$ cat src/rtl/mult_pkg.sv
// Shared helpers for the pipelined approximate multiplier.
package mult_pkg;

  // Width of one partial-product column count (a column holds at most w bits).
  function automatic int col_cnt_w(input int w);
    return $clog2(w + 1);
  endfunction

  // Bias added to approximate products to re-centre the truncation error.
  function automatic logic [31:0] approx_bias(input int l);
    if (l > 0) return 32'd1 << (l - 1);
    return 32'd0;
  endfunction

endpackage

$ cat src/rtl/pp_column_sum.sv
// Combinational partial-product column reducer; in approximate mode the
// columns below L are masked out.
module pp_column_sum
  import mult_pkg::*;
#(
  parameter int W = 8,
  parameter int L = 6,
  localparam int NCOL = 2 * W - 1,
  localparam int CW = col_cnt_w(W)
) (
  input  logic [W-1:0]             x,
  input  logic [W-1:0]             y,
  input  logic                     approx,
  output logic [NCOL-1:0][CW-1:0]  cols
);

  // Count the set partial-product bits landing in each column.
  always_comb begin
    cols = '0;
    for (int i = 0; i < W; i++) begin
      for (int j = 0; j < W; j++) begin
        if (!approx || (i + j) >= L) begin
          cols[i+j] = cols[i+j] + CW'(x[i] & y[j]);
        end
      end
    end
  end

endmodule

$ cat src/rtl/unsigned_approx_mult_pipe.sv
// Pipelined unsigned WxW multiplier with per-beat exact/approximate mode,
// valid/ready flow control, tag passthrough and a saturating approx counter.
// Stage 0 holds column counts; the last stage holds the summed product
// (with STAGES=1 the product is summed straight from stage 0).
module unsigned_approx_mult_pipe
  import mult_pkg::*;
#(
  parameter int W      = 8,
  parameter int L      = 6,
  parameter int STAGES = 2,
  parameter int TAGW   = 4,
  parameter int CNTW   = 16
) (
  input  logic              clk,
  input  logic              rst,
  input  logic              in_valid,
  output logic              in_ready,
  input  logic [W-1:0]      x,
  input  logic [W-1:0]      y,
  input  logic              approx,
  input  logic [TAGW-1:0]   tag_in,
  output logic              out_valid,
  input  logic              out_ready,
  output logic [2*W-1:0]    z,
  output logic [TAGW-1:0]   tag_out,
  output logic              approx_out,
  output logic [CNTW-1:0]   approx_cnt,
  input  logic              cnt_clr
);

  localparam int NCOL = 2 * W - 1;
  localparam int CW   = col_cnt_w(W);
  localparam int PW   = 2 * W;
  localparam int NCS  = (STAGES > 1) ? STAGES - 1 : 1;
  localparam logic [PW-1:0] BIAS = PW'(approx_bias(L));

  typedef struct packed {
    logic [NCOL-1:0][CW-1:0] cols;
    logic                    bias;
    logic [TAGW-1:0]         tag;
    logic                    approx;
  } cnt_stage_t;

  typedef struct packed {
    logic [PW-1:0]   prod;
    logic [TAGW-1:0] tag;
    logic            approx;
  } res_stage_t;

  logic [STAGES-1:0]       vld_q, vld_d, adv;
  cnt_stage_t              cnt_q [NCS];
  cnt_stage_t              cnt_d [NCS];
  logic [NCOL-1:0][CW-1:0] cols_in;
  logic [CNTW-1:0]         approx_cnt_q, approx_cnt_d;
  logic [PW-1:0]           sum_prod;
  logic                    in_fire;

  pp_column_sum #(.W(W), .L(L)) u_pp (
    .x      (x),
    .y      (y),
    .approx (approx),
    .cols   (cols_in)
  );

  // A stage advances if it, or any stage after it, is empty, or the output drains.
  always_comb begin
    adv = '0;
    for (int s = 0; s < STAGES; s++) begin
      adv[s] = out_ready;
      for (int k = s; k < STAGES; k++) begin
        if (!vld_q[k]) adv[s] = 1'b1;
      end
    end
  end

  assign in_ready = adv[0];
  assign in_fire  = in_valid && in_ready;

  // Next valid bits and count-stage payloads; payloads only move with a valid beat.
  always_comb begin
    vld_d = vld_q;
    cnt_d = cnt_q;
    if (adv[0]) vld_d[0] = in_valid;
    for (int s = 1; s < STAGES; s++) begin
      if (adv[s]) vld_d[s] = vld_q[s-1];
    end
    if (in_fire) begin
      cnt_d[0] = '{cols:   cols_in,
                   bias:   approx && (L > 0) && (x != '0) && (y != '0),
                   tag:    tag_in,
                   approx: approx};
    end
    for (int s = 1; s < NCS; s++) begin
      if (adv[s] && vld_q[s-1]) cnt_d[s] = cnt_q[s-1];
    end
  end

  // Weighted sum of the last count stage plus the optional bias, modulo 2^2W.
  always_comb begin
    sum_prod = BIAS & {PW{cnt_q[NCS-1].bias}};
    for (int c = 0; c < NCOL; c++) begin
      sum_prod = sum_prod + (PW'(cnt_q[NCS-1].cols[c]) << c);
    end
  end

  // Saturating approx-beat counter; clear beats a simultaneous increment.
  always_comb begin
    approx_cnt_d = approx_cnt_q;
    if (cnt_clr) approx_cnt_d = '0;
    else if (in_fire && approx && approx_cnt_q != '1) approx_cnt_d = approx_cnt_q + CNTW'(1);
  end

  // Valid chain, count stages and counter.
  always_ff @(posedge clk or posedge rst) begin
    if (rst) begin
      vld_q        <= '0;
      approx_cnt_q <= '0;
      for (int s = 0; s < NCS; s++) cnt_q[s] <= '0;
    end else begin
      vld_q        <= vld_d;
      approx_cnt_q <= approx_cnt_d;
      cnt_q        <= cnt_d;
    end
  end

  generate
    if (STAGES > 1) begin : g_res
      res_stage_t res_q, res_d;

      // Final stage captures the summed product when the last count stage hands over.
      always_comb begin
        res_d = res_q;
        if (adv[STAGES-1] && vld_q[STAGES-2]) begin
          res_d = '{prod: sum_prod, tag: cnt_q[NCS-1].tag, approx: cnt_q[NCS-1].approx};
        end
      end

      // Result register.
      always_ff @(posedge clk or posedge rst) begin
        if (rst) res_q <= '0;
        else     res_q <= res_d;
      end

      assign z          = res_q.prod;
      assign tag_out    = res_q.tag;
      assign approx_out = res_q.approx;
    end else begin : g_nores
      assign z          = sum_prod;
      assign tag_out    = cnt_q[0].tag;
      assign approx_out = cnt_q[0].approx;
    end
  endgenerate

  assign out_valid  = vld_q[STAGES-1];
  assign approx_cnt = approx_cnt_q;

endmodule

$ cat config.mk
export PLATFORM = sky130hd
export DESIGN_NAME = unsigned_approx_mult_pipe
export DESIGN_NICKNAME = d
export VERILOG_FILES = /design/src/rtl/mult_pkg.sv /design/src/rtl/pp_column_sum.sv /design/src/rtl/unsigned_approx_mult_pipe.sv
export SDC_FILE = /design/constraint.sdc
export NUM_CORES = 1
export LEC_CHECK = 0
export BUFFER_PORTS_ARGS = -buffer_cell sky130_fd_sc_hd__buf_2
export CORE_ASPECT_RATIO = 2
export CORE_MARGIN = 1
export CORE_UTILIZATION = 36
export DETAILED_ROUTE_END_ITERATION = 6
export HOLD_SLACK_MARGIN = 0.08
export PLACE_DENSITY = 0.56
export SLEW_MARGIN = 30
export SYNTH_ARGS = -nofsm -noshare
export SYNTH_HDL_FRONTEND = slang
export SYNTH_SLANG_ARGS = --single-unit
export TNS_END_PERCENT = 50
$ cat constraint.sdc
create_clock -name clk -period 8.35 [get_ports clk]
set_clock_uncertainty 0.1 [all_clocks]
set_input_delay 1.2525 -clock clk [delete_from_list [all_inputs] [get_ports clk]]
set_output_delay 1.2525 -clock clk [all_outputs]
set_load 0.05 [all_outputs]
# Word-level counts from Yosys, hierarchy flattened
# Cells that the tools add are included.
# totals
register_bits	101
wordCells	189
# classes
add_sub_neg	65
eq_ne	1
mux	26
bitwise_logic	64
reduce_logical	9
# ops
operator	count
adder 4 bit	48
2-to-1 mux 4 bit	21
AND 1 bit	64
adder 16 x 15 -> 16 bit	2
adder 16 bit	2
2-to-1 mux 16 bit	2
adder 15 x 13 -> 16 bit	1
adder 16 x 1 -> 16 bit (second input constant)	1
adder 16 x 14 -> 16 bit	1
inequality test 16 bit (second input constant)	1
nonzero test 8 bit	2
adder 14 x 12 -> 15 bit	1
adder 13 x 11 -> 14 bit	1
adder 12 x 10 -> 13 bit	1
adder 11 x 9 -> 12 bit	1
adder 10 x 8 -> 11 bit	1
adder 9 x 7 -> 10 bit	1
adder 8 x 6 -> 9 bit	1
adder 7 x 5 -> 8 bit	1
adder 6 x 4 -> 7 bit	1
logical AND 1 bit	6
2-to-1 mux 1 bit	3
adder 1 x 1 -> 2 bit	1
nonzero test 2 bit	1

# Logic depth before layout (Yosys ltp)
# Gate-level depths: netlist of the first run.
# logic_depth
depth_word	15
mapped_depth	16
depth_no_buf	16

# Cells and area by module
# A second synthesis of the first run with hierarchy kept.
# hier_totals
cells_unflattened	700
hier_area_um2	7277.0
# by_module_without_submodules
module	n_inst	cells_each	area_each_um2
unsigned_approx_mult_pipe	1	482	5527.8
pp_column_sum	1	218	1749.2

# Least setup slack after synthesis of the first run
# OpenSTA, ideal clock, no wires.
# synth_path
path_type	input to register
startpoint	in x[5]
endpoint	reg cnt_q[36] (netlist bit)
setup_time_ns	0.133
arrival_time_ns	3.906
t_required_ns	8.117
setup_slack_ns	4.211
stages	10
n_path_buf	1
path_cell_list	clkbuf_1 -> nand2_1 -> fa_1 -> fa_1 -> inv_1 -> fa_1 -> ha_1 -> fa_1 -> xnor2_1 -> o21ai_0
# synth_between
elab_chain_cells	4
# synth_lines
element	line_no	source
start: declaration	unsigned_approx_mult_pipe.sv:18	input logic [W-1:0] x,
AND 1 bit	pp_column_sum.sv:23	cols[i+j] = cols[i+j] + CW'(x[i] & y[j]);
adder 4 bit (3 in series)	pp_column_sum.sv:23	
end signal: assignment	unsigned_approx_mult_pipe.sv:122	cnt_q <= cnt_d;
end: declaration	unsigned_approx_mult_pipe.sv:51	cnt_stage_t cnt_q [NCS];
# No other way between the ends.
# A chain may end at the register's enable or synchronous reset.

# Worst setup path after layout of the first run
# layout_path
startpoint	in approx
endpoint	reg cnt_q[28] (netlist bit)
# layout_between
elab_chain_cells	11
# layout_lines
element	line_no	source
start: declaration	unsigned_approx_mult_pipe.sv:20	input logic approx,
2-to-1 mux 4 bit	pp_column_sum.sv:22	if (!approx || (i + j) >= L) begin
adder 4 bit	pp_column_sum.sv:23	
2-to-1 mux 4 bit	pp_column_sum.sv:22	
adder 4 bit	pp_column_sum.sv:23	
2-to-1 mux 4 bit	pp_column_sum.sv:22	
adder 4 bit	pp_column_sum.sv:23	
2-to-1 mux 4 bit	pp_column_sum.sv:22	
adder 4 bit	pp_column_sum.sv:23	
2-to-1 mux 4 bit	pp_column_sum.sv:22	
adder 4 bit	pp_column_sum.sv:23	
2-to-1 mux 4 bit (*)	pp_column_sum.sv:22	
# Every way passes the cells marked *; elsewhere a longest branch is shown, timed or not.

==> impl_metrics.tcl, run 1 <==
set metrics [dict create \
    rsz0062_at_grt "false" \
    drc_errors 0 \
    min_from "cnt_q[6]" \
    setup_violations 0 \
    viasPerCell 5.02 \
    drv_cap 0 \
    die_h_um 187 \
    async_reset_ff_share_pct 100 \
    holdBufCountCts 0 \
    r2r_setup_slack_ps 5030 \
    ff2ff_path_depth 10 \
    vias 4597 \
    num_io_pins 65 \
    pwr-share-comb_pct 37.6 \
    ant_nets 0 \
    max_freq_mhz 221 \
    p_leak_nw 3.59 \
    crit_chain "buf_2, nor2b_1, and2_1, ha_1, nor2b_1, ha_1, nor2b_1, ha_1, ha_1, nor2b_1, ha_1, nor2b_1, ha_1, xnor2_1, xnor2_1, nand2_1, o21ai_0" \
    period_minus_slack_ps 4530 \
    cp_slowest_cell "buf_2" \
    status "complete, no violations" \
    tns_ps 0 \
    track_usage_pct 16.4 \
    clk_latency_ps 340 \
    antenna_found_initial 0 \
    globalRouteOverflowTotal 0 \
    coreArea_mm2 0.0167 \
    drive_gt1_share_pct 14.1 \
    path_clk_slew_ps 70 \
    hp-class "reg -> reg" \
    timing.final.crit_share_pct 54.2 \
    worst_pin_slew_ps 807 \
    ys_seq_area_share_pct 35.5 \
    synth_cell_types 53 \
    syn_area_mm2 0.00614 \
    path_common_cell "ha_1" \
    tritoncts "done" \
    hold_depth 2 \
    synth_edf_count 0 \
    crit_path_start_kind "primary input" \
    yosysWarnings 0 \
    cts_resized 0 \
    p_int_mw 1.02 \
    wl_per_cell_um 14.6 \
    grt_pass1_wl_mm 22.6 \
    wl_mm 13.4 \
    antennaDiodeCount 0 \
    post_cts_buffers 0 \
    r2r-end "z[15]" \
    firstDrtPassIters 4 \
    area_growth_pct 14.2 \
    dpl.hpwl_mm 10.5 \
    crit_arrival_ps 4630 \
    cts_buffers 9 \
    switching_share_pct 37.0 \
    grt_max_degree 88 \
    cp-end-kind "register" \
    cts_sinks 87 \
    synthCells 650 \
    max_stage_delay_ps 430 \
    ys_seq_elements 87 \
    numPortBuffers 64 \
    syn_nets 764 \
    worst_slack_ps 3820 \
    critical_path.max_fanout 35 \
    p_seq_share_pct 32.4 \
    critPathRequiredTime_ps 8460 \
    power.switching_mw 0.596 \
    dieArea_mm2 0.0176 \
    drt_iter0_drc 120 \
    ir_drop_mv 0.121 \
    powerDensity_mw_per_mm2 230 \
    synth_flop_cell "dfrtp_1" \
    gp_congestion 0.829 \
    slew_viol_final 0 \
    htreeDepth 3 \
    fp.dieW_um 94.3 \
    clkPwrFrac_pct 30.1 \
    grt_pass1_vias 4715 \
    critical_path_class "in -> reg" \
    fin_nets 818 \
    synth.avg_cell_area_um2 9.44 \
    slew_headroom_pct 46.2 \
    rows 67 \
    cts_buffer_depth 2 \
    place_worst_setup_slack_ps 3460 \
    hold_end "cnt_q[6]" \
    r2r-start "cnt_q[20]" \
    initial_core_util_pct 36.8 \
    final_hold_viol_count 0 \
    cts_root_buf "clkbuf_16" \
]
==> placed cells by master, fill, tap and decap left out, types with 3 or more instances in the layout <==
cell	instances
dfrtp_1	87
clkbuf_16	9
ha_1	52
buf_4	3
o21a_1	4
o21ai_1	3
and4_1	4
and3_1	5
and2_1	46
xnor2_1	11
o21ai_0	36
inv_1	62
bufinv_16	4
nand4_1	7
nand2b_1	11
nor2b_1	21
nand2_1	115
a211oi_1	4
a21oi_1	7
nor4_1	5
nand3_1	14
xor2_1	18
nor2_1	22
nor3_1	4
a21o_1	6
mux2_2	10
fa_1	36
nand3b_1	5
nor3b_1	4
buf_2	64
==> Yosys cell counts, drive strengths merged, types with 3 or more instances <==
cell type	number	area share (%)
dfrtp	87	35
xnor2	11	1.6
and2	46	4.7
and3b	3	0.45
o21a	4	0.49
nor4	6	0.86
nand2	115	7.0
o21ai	39	3.2
nor2	22	1.3
nand3	14	1.1
a211oi	4	0.49
nor3b	4	0.49
nor3	4	0.33
fa	36	12
a21oi	7	0.57
nand4	8	1.1
xor2	18	2.6
nand3b	5	0.61
mux2	10	1.8
a21o	6	0.73
ha	52	11
nand2b	11	1.1
and4	4	0.57
inv	64	3.9
clkbuf	18	1.1
and3	5	0.51
buf	7	0.59
nor2b	21	2.1
==> registers in the layout, summed over array words and instances, names as in the netlist <==
name        cells
cnt_q          48
approx_cnt     16
z              16
tag_out         4
vld_q           2
approx_out      1
==> critical path, delay by kind of cell <==
family	cells	cell delay, ps
compound gates	1	70
xor+xnor	2	250
fa+ha+maj	6	1510
buf+inv	1	430
simple gates	7	1090
==> cell families (layout without fill, tap and decap cells) <==
group	count (synthesis)	count (layout)	synth area share [%]
adders and majority gates	88	88	22.3
DFF	87	87	35.5
and+or+nand+nor	274	274	23.4
AOI/OAI and AO/OA	72	72	7.09
xor gates and xnor gates	29	29	4.14
muxes	11	11	2.00
buffers and inverters	89	147	5.61
==> per-layer routing <==
metal	up-vias	wire length, um	track usage, %
met1	2251	5330	18.1
met3	32	400	2.00
met2	91	7170	29.7
met5	-	0	0
li1	2223	-	-
met4	0	482	8.58
==> metrics by stage <==
step                hold slack [ps]  cell area, um^2  power [mW]  std cells  utilization (%)
global placement                354             6650        1.13        900             39.8
floorplan                       335             6140       0.993        650                -
finish                          362             7010        1.61        915             42.0
global route                    399             7010        1.73        915             42.0
detailed placement              352             6650        1.14        900             39.9
CTS                             367             7010        1.63        915             42.0
==> how the worst max path moves through the flow <==
stage          slack (ps)   endpoint  cells after the start  startpoint
2_1_floorplan        4210  cnt_q[36]                     10        x[5]
6_report             3820  cnt_q[28]                     17      approx
5_1_grt              3580  cnt_q[28]                     17      approx
3_5_place_dp         3460  cnt_q[28]                     17      approx
4_1_cts              3830  cnt_q[28]                     17      approx
3_3_place_gp         3650  cnt_q[28]                     17      approx
==> final cells by class <==
type / instances / area, um^2
clock inverter: 6 / 134
sequential: 87 / 2180
inverter: 64 / 241
tap: 207 / 259
timing repair buffer: 68 / 354
clock buffer: 9 / 225
multi-input combinational: 474 / 3620
fill: 1624 / 9670
==> power groups by stage <==
stage | Clock [mW] | Sequential, mW | Combinational [mW]
global route | 0.513 | 0.531 | 0.681
floorplan | 0 | 0.647 | 0.346
finish | 0.485 | 0.522 | 0.606
detailed placement | 0 | 0.531 | 0.611
CTS | 0.496 | 0.523 | 0.616
global placement | 0 | 0.528 | 0.602
(Power assumes the default switching activity.)
==> run 2, diff against run 1 <==
- ABC_AREA: not set -> 1
- PLACE_DENSITY: 0.56 -> 0.58
- clock period: 8.35 -> 3.95 ns (I/O delays scaled with it)
==> run 2 against run 1 <==
Sequential cell count unchanged. Final cell count is 18% higher. Sequential power rose by 110%. Total power grew 100%. Synthesized area grew 4.1%. Via count grew 13%. Worst setup slack worse by 3000 ps. Critical path depth fell by 7. Design area rose by 2.8%. Critical endpoint is now cnt_q[36]. Highest routed layer unchanged.
==> impl_metrics.tcl, run 2 <==
set metrics [dict create \
    status "complete, no violations" \
    ir_drop_mv 0.192 \
    synth_edf_count 0 \
    max_freq_mhz 316 \
    drive_gt1_share_pct 12.5 \
    wl_mm 14.9 \
    wl_per_cell_um 13.7 \
    cts_sinks 87 \
    synth_most_common_cell "nand2_1" \
    slew_headroom_pct 46.6 \
    grt_pass1_wl_mm 24.9 \
    period_minus_slack_ps 3160 \
    post_cts_buffers 0 \
    synth.avg_cell_area_um2 7.81 \
    globalRouteOverflowTotal 0 \
    htreeDepth 3 \
    fill_cells 1809 \
    yosys.area_share.simple_pct 23.8 \
    timing.final.crit_share_pct 80.0 \
    vias 5183 \
    hp-class "in -> async" \
    crit_arrival_ps 3280 \
    layout_common_cells "nand2_1 (245), inv_1 (148), dfrtp_1 (87)" \
    largest_reg_flops 48 \
    place_area_mm2 0.00691 \
    drt_iter0_drc 98 \
    critPathRequiredTime_ps 4070 \
    synth_xor_area_share_pct 2.47 \
    num_io_pins 65 \
    cts_buffer_depth 2 \
    async_reset_ff_share_pct 100 \
    critical_path.max_fanout 9 \
    track_usage_pct 17.8 \
    slew_viol_final 0 \
    final_util_pct 41.7 \
    drv_cap 0 \
    synth_top_family_by_area "simple AND/OR/NAND/NOR gates" \
    tritoncts "done" \
    synth_compound_area_share_pct 6.85 \
    path_clk_slew_ps 60 \
    post-place-cells 1068 \
    numPortBuffers 64 \
    antennaDiodeCount 0 \
    syn_area_mm2 0.00639 \
    instances_no_fill 1084 \
    p_leak_nw 4.05 \
    coreArea_mm2 0.0173 \
    r2r_setup_slack_ps 900 \
    antenna_found_initial 0 \
    ys_seq_elements 87 \
    initial_core_util_pct 37.0 \
    dpl.hpwl_mm 11.9 \
    tns_ps 0 \
    viasPerCell 4.78 \
    synthTopCellsByArea "dfrtp_1 (34%), nand2_1 (14%), fa_1 (11%)" \
    holdBufCountCts 0 \
    place_worst_setup_slack_ps 410 \
    worst_pin_slew_ps 801 \
    yosys.area.top_type "dfrtp_1" \
    fp.dieW_um 96.2 \
    clk_latency_ps 340 \
    rows 68 \
    synth_flop_cell "dfrtp_1" \
    final_hold_viol_count 0 \
    synth.top_cell.area_share_pct 34.1 \
    grt_pass1_vias 5307 \
    synthCells 818 \
    cts_resized 0 \
    rsz0062_at_grt "false" \
    syn_nets 932 \
    die_h_um 190 \
    critical_path_class "in -> reg" \
    synth_common_cells "nand2_1 (245), inv_1 (149), dfrtp_1 (87)" \
    setup_violations 0 \
    dieArea_mm2 0.0183 \
    max_flop_register "cnt_q" \
    synth_cell_types 36 \
    cp-end-kind "register" \
    design_area_mm2 0.00720 \
    grt_max_degree 46 \
    area_growth_pct 12.7 \
    firstDrtPassIters 5 \
    drc_errors 0 \
    cts_buffers 9 \
    ant_nets 0 \
    ys_seq_area_share_pct 34.1 \
    yosysWarnings 0 \
    synthMuxAreaShare_pct 0 \
    layout_commonest_cell "nand2_1" \
    fin_nets 983 \
    cts_root_buf "clkbuf_16" \
    powerDensity_mw_per_mm2 456 \
    synth_adder_area_share_pct 21.5 \
    crit_path_start_kind "primary input" \
    worst_slack_ps 789 \
    gp_congestion 0.923 \
]
-- run 2: cell count changes in the layout (fill, tap and decap cells not counted), moves of 8 or more --
cell,before,now
xor2_1,18,10
a21oi_1,7,15
and2_1,46,0
nand2_1,115,245
nand2b_1,11,0
mux2_2,10,0
inv_1,62,148
nand3_1,14,23
nor2_1,22,55
nor2b_1,21,0
-- run 2: through the flow --
stage | hold slack (ps) | power (mW)
6_report | 273 | 3.28
5_1_grt | 334 | 3.54
4_1_cts | 304 | 3.33
3_5_place_dp | 359 | 2.46
3_3_place_gp | 351 | 2.45
2_1_floorplan | 342 | 2.14
-- run 2: metal layers --
layer,wire (um),share of wire (%),global-route usage [%]
met2,7960,53,32.9
met1,5890,40,18.6
met4,636,4.3,9.59
met5,0,0,0
met3,410,2.8,2.39
-- run 2: kinds of logic after synthesis --
family,after synthesis
simple gates,363
fa+ha+maj,88
compound gates,75
flops,87
buf+inv,187
xor+xnor,18
-- run 2: critical path, stage by stage --
cell and delay [ps]:
buf_2 200, nand2_1 100, fa_1 490, fa_1 540, inv_1 50, fa_1 470
ha_1 230, fa_1 380, xnor2_1 140, o21ai_0 80
-- run 2: power breakdown --
part           switching [mW]  total, mW  internal, mW
logic                   0.918       1.31         0.396
registers              0.0829       1.12          1.04
clock network           0.338      0.845         0.507
-- run 2: area by class of cell --
cell class	count	area, um^2	share of cell area (%)
well taps	210	263	3.65
flip-flops and latches	87	2180	30.2
clock buffers	13	250	3.47
repair buffers	75	415	5.77
multi-input cells	544	3480	48.4
inverters	152	572	7.94
clock inverters	3	42.5	0.590
-- run 2: worst paths after layout --
kind,start,to,cells past startpoint
max,y[4],cnt_q[36],10
min,rst,z[0],2
max reg2reg,cnt_q[24],z[15],12
min reg2reg,cnt_q[1],tag_out[0],2
max in group asynchronous,rst,cnt_q[50],3
min in group clk,tag_in[3],cnt_q[4],3
==> run 3, diff against run 2 <==
- PLACE_DENSITY: 0.58 -> 0.56
- clock period: 3.95 -> 3.1 ns (I/O delays scaled with it)
==> run 3 against run 2 <==
Non-clock buffer count increased by 18. Total power rose by 33%. Register-to-register slack lost 730 ps. Largest cell class unchanged. Clock-buffer cell count fell by 3. Sequential share of layout area is 0.78 points lower. Design area grew 2.6%. Die area did not move. Hold slack got worse by 180 ps. Worst setup slack worse by 620 ps. Clock power is 46% higher. Sequential power rose by 28%. Critical path type is now reg -> reg.
==> impl_metrics.tcl, run 3 (same netlist as run 2, synthesis figures left out) <==
set metrics [dict create \
    drc_errors 0 \
    drv_cap 0 \
    powerDensity_mw_per_mm2 589 \
    seq_area_mm2 0.00218 \
    firstDrtPassIters 4 \
    grt_pass1_vias 5225 \
    pwr-share-comb_pct 39.0 \
    status "complete, no violations" \
    die_h_um 190 \
    final_hold_viol_count 0 \
    crit_path_start_kind "register" \
    track_usage_pct 18.2 \
    cts_sinks 87 \
    p_leak_nw 4.16 \
    drt_iter0_drc 140 \
    gp_congestion 0.883 \
    crit_arrival_ps 3070 \
    p_seq_share_pct 32.8 \
    path_clk_slew_ps 60 \
    ff2ff_path_depth 12 \
    dieArea_mm2 0.0183 \
    max_freq_mhz 341 \
    power.switching_mw 1.71 \
    switching_share_pct 39.3 \
    hold_ws_ps 94.7 \
    cp-end-kind "register" \
    rows 68 \
    ant_nets 0 \
    clk_latency_ps 340 \
    dpl.hpwl_mm 12.6 \
    coreArea_mm2 0.0173 \
    htreeDepth 3 \
    ir_drop_mv 0.284 \
    slew_headroom_pct 53.4 \
    r2r_setup_slack_ps 170 \
    layout_commonest_cell "nand2_1" \
    numPortBuffers 64 \
    fin_nets 1001 \
    vias 5230 \
    layout_common_cells "nand2_1 (244), inv_1 (148), dfrtp_1 (87)" \
    grt_pass1_wl_mm 25.1 \
    cts_buffer_depth 2 \
    antennaDiodeCount 0 \
    slew_viol_final 0 \
    antenna_found_initial 0 \
    setup_violations 0 \
    r2r-start "cnt_q[37]" \
    tns_ps 0 \
    initial_core_util_pct 37.0 \
    num_io_pins 65 \
    wl_per_cell_um 14.0 \
    globalRouteOverflowTotal 0 \
    timing.final.crit_share_pct 94.6 \
    drive_gt1_share_pct 14.9 \
    viasPerCell 4.75 \
    grt_max_degree 49 \
    rsz0062_at_grt "false" \
    r2r-end "z[14]" \
    cts_root_buf "clkbuf_16" \
    largest_reg_flops 48 \
    wl_mm 15.4 \
    fill_cells 1787 \
    post-place-cells 1086 \
    critical_path.max_fanout 5 \
    area_growth_pct 15.7 \
    hp-class "in -> async" \
    clkPwrFrac_pct 28.2 \
    instances_no_fill 1100 \
    max_flop_register "cnt_q" \
    crit_end "z[14]" \
    crit_path_start "cnt_q[37]" \
    fp.dieW_um 96.2 \
    p_int_mw 2.65 \
    critPathRequiredTime_ps 3230 \
    tritoncts "done" \
    multiInputGateArea_mm2 0.00350 \
    critical_path_class "reg -> reg" \
    post_cts_buffers 0 \
    period_minus_slack_ps 2930 \
    worst_pin_slew_ps 699 \
    cts_buffers 9 \
]
run 3: power by group through the flow:
stage	clock (mW)	combinational [mW]	sequential, mW
after floorplan	0	0.930	1.80
after global placement	0	1.69	1.45
after detailed placement	0	1.71	1.45
after CTS	1.26	1.72	1.43
after global routing	1.30	1.91	1.45
final	1.23	1.70	1.43
run 3: per-layer routing:
metal	wire length [um]	global-route usage [%]	up-vias
met3	336	2.47	26
met2	8890	35.8	92
met1	5590	17.6	2467
met4	553	8.67	0
li1	-	-	2645
met5	0	0	-
run 3: stage by stage:
stage                     util, %  cell area, um^2  setup WS [ps]  total power, mW
final                        42.8             7390            166             4.36
after global routing         42.8             7390           5.75             4.66
after CTS                    42.8             7390            118             4.42
after detailed placement     40.8             7050          -56.6             3.16
after global placement       40.8             7050          -34.2             3.14
after floorplan                 -             6450          -5.99             2.73
run 3: area by class of cell:
cell class / count / area share [%]
Tap cell: 210 / 3.55
Clock inverter: 4 / 1.29
Inverter: 152 / 7.73
Sequential cell: 87 / 29.4
Timing Repair Buffer: 93 / 7.45
Multi-Input combinational cell: 544 / 47.3
Clock buffer: 10 / 3.23
run 3: critical path: stages (launching register included):
cell and delay (ps):
dfrtp_1 400, fa_1 540, inv_1 50, fa_1 500, inv_1 40, ha_1 360
nand2_1 110, nor3_1 230, nand3_1 190, nand3_1 120, nand2_1 50, nand3_1 60
nand2_1 60
run 3: worst min path at each step:
stage	slack [ps]	end	cells past startpoint
after global routing	170	z[0]	2
after CTS	120	z[0]	2
after floorplan	340	tag_out[0]	2
after detailed placement	350	tag_out[1]	2
after global placement	350	tag_out[1]	2
final	90	z[0]	2
run 3: what timing repair did:
item / 4_1_cts / 5_1_grt
resized for setup: 0 / 4
endpoints found under the setup margin: 0 / 3
hold buffers: 0 / 0
